File: src/rtl/nr_bit_arb.sv
// nr_bit_arb: two-requester round-robin arbiter in front of a shared
// bit-compact / bit-extend unit with a registered result and sticky zero flag.
//
// Ports:
//   clk, rst_n           clock, async active-low reset
//   req0/req1            requests, held until the matching done pulse
//   op0/op1              0 = OR-reduce data to 1 bit, 1 = zero-extend data[3:0]
//   data0/data1          8-bit operands
//   gnt0/gnt1            high while the unit serves that requester (EXEC, RESP)
//   done0/done1          one-cycle completion pulse, res valid alongside
//   res                  result register
//   zflag                sticky zero flag, written by compact ops only
//   busy                 high whenever the FSM is not idle
module nr_bit_arb #(
    parameter bit PRIO_INIT = 1'b0
) (
    input  logic       clk,
    input  logic       rst_n,
    input  logic       req0,
    input  logic       req1,
    input  logic       op0,
    input  logic       op1,
    input  logic [7:0] data0,
    input  logic [7:0] data1,
    output logic       gnt0,
    output logic       gnt1,
    output logic       done0,
    output logic       done1,
    output logic [7:0] res,
    output logic       zflag,
    output logic       busy
);

    typedef enum logic [1:0] {
        IDLE = 2'd0,
        EXEC = 2'd1,
        RESP = 2'd2
    } state_t;

    state_t     state_q, state_d;
    logic       ptr_q, ptr_d;
    logic       sel_q, sel_d;
    logic       op_q, op_d;
    logic [7:0] data_q, data_d;
    logic [7:0] res_q, res_d;
    logic       zflag_q, zflag_d;
    logic       done0_q, done0_d;
    logic       done1_q, done1_d;
    logic       pick;

    // Both requesting: the pointer holder wins; otherwise whoever asks.
    assign pick = (req0 && req1) ? ptr_q : req1;

    // State register
    always_ff @(posedge clk or negedge rst_n) begin
        if (!rst_n) begin
            state_q <= IDLE;
        end else begin
            state_q <= state_d;
        end
    end

    // Next-state logic
    always_comb begin
        state_d = state_q;
        unique case (state_q)
            IDLE:    if (req0 || req1) state_d = EXEC;
            EXEC:    state_d = RESP;
            RESP:    state_d = IDLE;
            default: state_d = IDLE;
        endcase
    end

    // Output logic
    always_comb begin
        busy = (state_q != IDLE);
        gnt0 = busy && !sel_q;
        gnt1 = busy && sel_q;
    end

    // Datapath and bookkeeping
    always_comb begin
        ptr_d   = ptr_q;
        sel_d   = sel_q;
        op_d    = op_q;
        data_d  = data_q;
        res_d   = res_q;
        zflag_d = zflag_q;
        done0_d = 1'b0;
        done1_d = 1'b0;
        unique case (state_q)
            IDLE: begin
                if (req0 || req1) begin
                    sel_d  = pick;
                    op_d   = pick ? op1 : op0;
                    data_d = pick ? data1 : data0;
                end
            end
            EXEC: begin
                if (op_q) begin
                    res_d = {4'b0000, data_q[3:0]};
                end else begin
                    res_d   = {7'b0, |data_q};
                    zflag_d = ~|data_q;
                end
            end
            RESP: begin
                // Completion is registered, so the pulse lands the cycle
                // after RESP, two edges after the grant.
                ptr_d   = ~sel_q;
                done0_d = ~sel_q;
                done1_d = sel_q;
            end
            default: ;
        endcase
    end

    always_ff @(posedge clk or negedge rst_n) begin
        if (!rst_n) begin
            ptr_q   <= PRIO_INIT;
            sel_q   <= 1'b0;
            op_q    <= 1'b0;
            data_q  <= 8'h00;
            res_q   <= 8'h00;
            zflag_q <= 1'b0;
            done0_q <= 1'b0;
            done1_q <= 1'b0;
        end else begin
            ptr_q   <= ptr_d;
            sel_q   <= sel_d;
            op_q    <= op_d;
            data_q  <= data_d;
            res_q   <= res_d;
            zflag_q <= zflag_d;
            done0_q <= done0_d;
            done1_q <= done1_d;
        end
    end

    assign done0 = done0_q;
    assign done1 = done1_q;
    assign res   = res_q;
    assign zflag = zflag_q;

endmodule

File: config.mk
export PLATFORM = sky130hd
export DESIGN_NAME = nr_bit_arb
export DESIGN_NICKNAME = d
export VERILOG_FILES = /design/src/rtl/nr_bit_arb.sv
export SDC_FILE = /design/constraint.sdc
export NUM_CORES = 1
export LEC_CHECK = 0
export CAP_MARGIN = 20
export CORE_MARGIN = 4
export CORE_UTILIZATION = 40
export DETAILED_ROUTE_END_ITERATION = 6
export GPL_ROUTABILITY_DRIVEN = 0
export PLACE_DENSITY = 0.79
export SLEW_MARGIN = 20
export SYNTH_ARGS = -nofsm -noshare
export SYNTH_HDL_FRONTEND = slang
export SYNTH_SLANG_ARGS = --single-unit
File: constraint.sdc
create_clock -name clk -period 3.8 [get_ports clk]
set_input_delay 0.76 -clock clk [delete_from_list [all_inputs] [get_ports clk]]
set_output_delay 0.76 -clock clk [all_outputs]
set_load 0.02 [all_outputs]
==> qor.yml <==
outcome:
  status: "completed"
drt:
  viasPerCell: 5.33
  firstDrtPassIters: 4
  drc: 0
  drt_wl_total_um: 2210
  dr.first_iter.drc_count: 17
  vias: 847
  wire_per_inst_um: 13.9
  ant_nets: 0
clock_tree:
  h-tree-depth: 1
  cts_tree: "yes"
  cts_buffers: 3
  postCtsSetupBuffers: 0
  clock_latency_ps: 310
  cts_hold_buf: 0
  clk_path_buf_depth: 2
  cts_resized: 0
  cts.sink_count: 20
  path_clk_slew_ps: 120
  clockRootBuffer: "clkbuf_4"
timing:
  setup_violations: 0
  finalSetupTns_ps: 0
  final_hold_viol_count: 0
  slew_violations: 0
  min_period_over_period_pct: 80.5
  tightest_slew_ps: 891
  relSlewSlack_pct: 40.4
  rsz0062_at_grt: "no"
  fmax_mhz: 327
  fin_crit_ps: 3060
  finalClockSkew_ps: 10.3
worst_setup_path:
  arrival_ps: 2300
  reg2regPathDepth: 4
  crit_chain: "nor2_1, inv_1, and2_1, clkdlybuf4s50_1"
  reg2reg_from: "state_q[0]"
  worst-path-stages: 4
  critPathMaxFanout: 11
  startpoint_type: "flip-flop"
  critPathKind: "reg2out"
  crit_required_ps: 3040
  cp-startpoint: "state_q[0]"
  r2r_end: "data_q[1]"
  ff2ff_setup_slack_ps: 1870
  path_buf_inv: 2
  cp-end-kind: "output pin"
  critPathSlowestCell: "nor2_1"
  slowest_delay_ps: 580
  cp_top_family: "simple AND/OR/NAND/NOR gates"
power:
  p_leak_nw: 0.542
  total_power_uw: 955
  power.density_nw_per_um2: 733
  vdd_drop_max_v: 0.000395
yosys:
  synth.cell_area_um2: 948
  synthCells: 103
  seq_area_frac_synth_pct: 52.8
  synth-seq-cells: 20
  synth_cell_type_count: 25
  yosys.area.top_type: "dfrtp_1"
  synth_top_area_share_pct: 52.8
  ys_warn_count: 0
  ys_top_cells_by_area: "dfrtp_1 (53%), o21ai_0 (6.3%), a31oi_1 (5.9%)"
  syn_area_per_cell_um2: 9.21
layout:
  antennaDiodeCount: 0
  areaGrowthSynthToFinish_pct: 37.5
  final_common_cell: "clkdlybuf4s50_1"
  layout-drive-gt1-share_pct: 5.34
  fillers: 212
  final_nets: 154
  final_cell_mix: "clkdlybuf4s50_1 (31), dfrtp_1 (20), o21ai_0 (12)"
global_route:
  overflow: 0
  grt_pass1_wl_um: 3630
  antenna_found_initial: 0
  grt_max_degree: 21
  first_global_vias: 780
  grt_usage_pct: 14.7
place:
  io_buffers: 31
  hpwl_um: 1620
worst_hold_path:
  holdCritStartpoint: "res[3]"
  hold_class: "reg2reg"
  min_path_cells: 2
  hold-path-endpoint: "res[3]"
die:
  io_pins: 36
  die_y_um: 56.7
  die_x_um: 56.7
  placementRows: 17
  dieArea_um2: 3210
  start_util_pct: 42.5
  design.core.area_um2: 2230
run:
  maxCapViolCount: 0
through the flow:
stage	setup slack, ps	hold slack (ps)	std cells	util (%)	area, µm²
after floorplan	2100	452	106	-	960
after global placement	1200	461	155	56.0	1250
after detailed placement	1140	470	155	56.0	1250
after CTS	765	497	159	58.4	1300
after global routing	583	531	159	58.4	1300
final	742	488	159	58.4	1300
power breakdown:
| part | leakage, nW | internal (mW) | switching [mW] | total (mW) |
|---|---|---|---|---|
| Sequential | 0.240 | 0.307 | 0.0718 | 0.379 |
| Clock | 0.0279 | 0.107 | 0.0670 | 0.174 |
| Combinational | 0.274 | 0.177 | 0.225 | 0.402 |
registers in the layout, summed over array words and instances (netlist names):
name and cells:
sel_q 1, done0 1, op_q 1, data_q 8, ptr_q 1, zflag 1, state_q 2, done1 1
res 4
area by class of cell:
| class | count | area [µm²] | share of cell area (%) |
|---|---|---|---|
| Clock buffer | 3 | 22.5 | 1.73 |
| Clock inverter | 1 | 30.0 | 2.30 |
| Inverter | 4 | 15.0 | 1.15 |
| Multi-Input combinational cell | 72 | 390 | 29.9 |
| Sequential cell | 20 | 500 | 38.4 |
| Tap cell | 28 | 35.0 | 2.69 |
| Timing Repair Buffer | 31 | 310 | 23.8 |
tightest hold or removal path: stages (launching register included):
cell and delay (ps):
dfrtp_1 360, nand2_1 40, o21ai_0 60
kinds of logic (layout without fill, tap and decap cells):
family / after synthesis / count (layout) / synth area share [%]
flip-flops: 20 / 20 / 52.8
buffers and inverters: 14 / 39 / 7.26
other: 1 / 4 / 0.395
AO/OA/AOI/OAI: 37 / 37 / 22.4
AND/OR/NAND/NOR: 31 / 31 / 17.2
Yosys cell counts (all sizes together):
cell type / count
and3: 1
a31oi: 9
inv: 4
nand3: 9
a21oi: 10
nand2b: 3
o41ai: 1
conb: 1
nor3b: 1
nand2: 7
dfrtp: 20
or4: 2
nor2b: 1
o31ai: 2
clkbuf: 3
o21ai: 15
nor2: 5
buf: 7
and2: 1
or2: 1
worst max-delay path by stage:
stage | end | slack, ps
after floorplan | gnt0 | 2100
final | gnt1 | 740
after global routing | gnt1 | 580
after detailed placement | gnt1 | 1140
after global placement | gnt1 | 1200
after CTS | gnt1 | 760
layer usage:
metal | track usage (%) | vias up | part of all wire (%)
met1 | 17.9 | 400 | 40
met5 | 0 | - | 0
li1 | - | 416 | -
met3 | 3.68 | 4 | 5.7
met2 | 25.2 | 27 | 53
met4 | 4.75 | 0 | 1.1
Power figures use the tool's default switching activity.
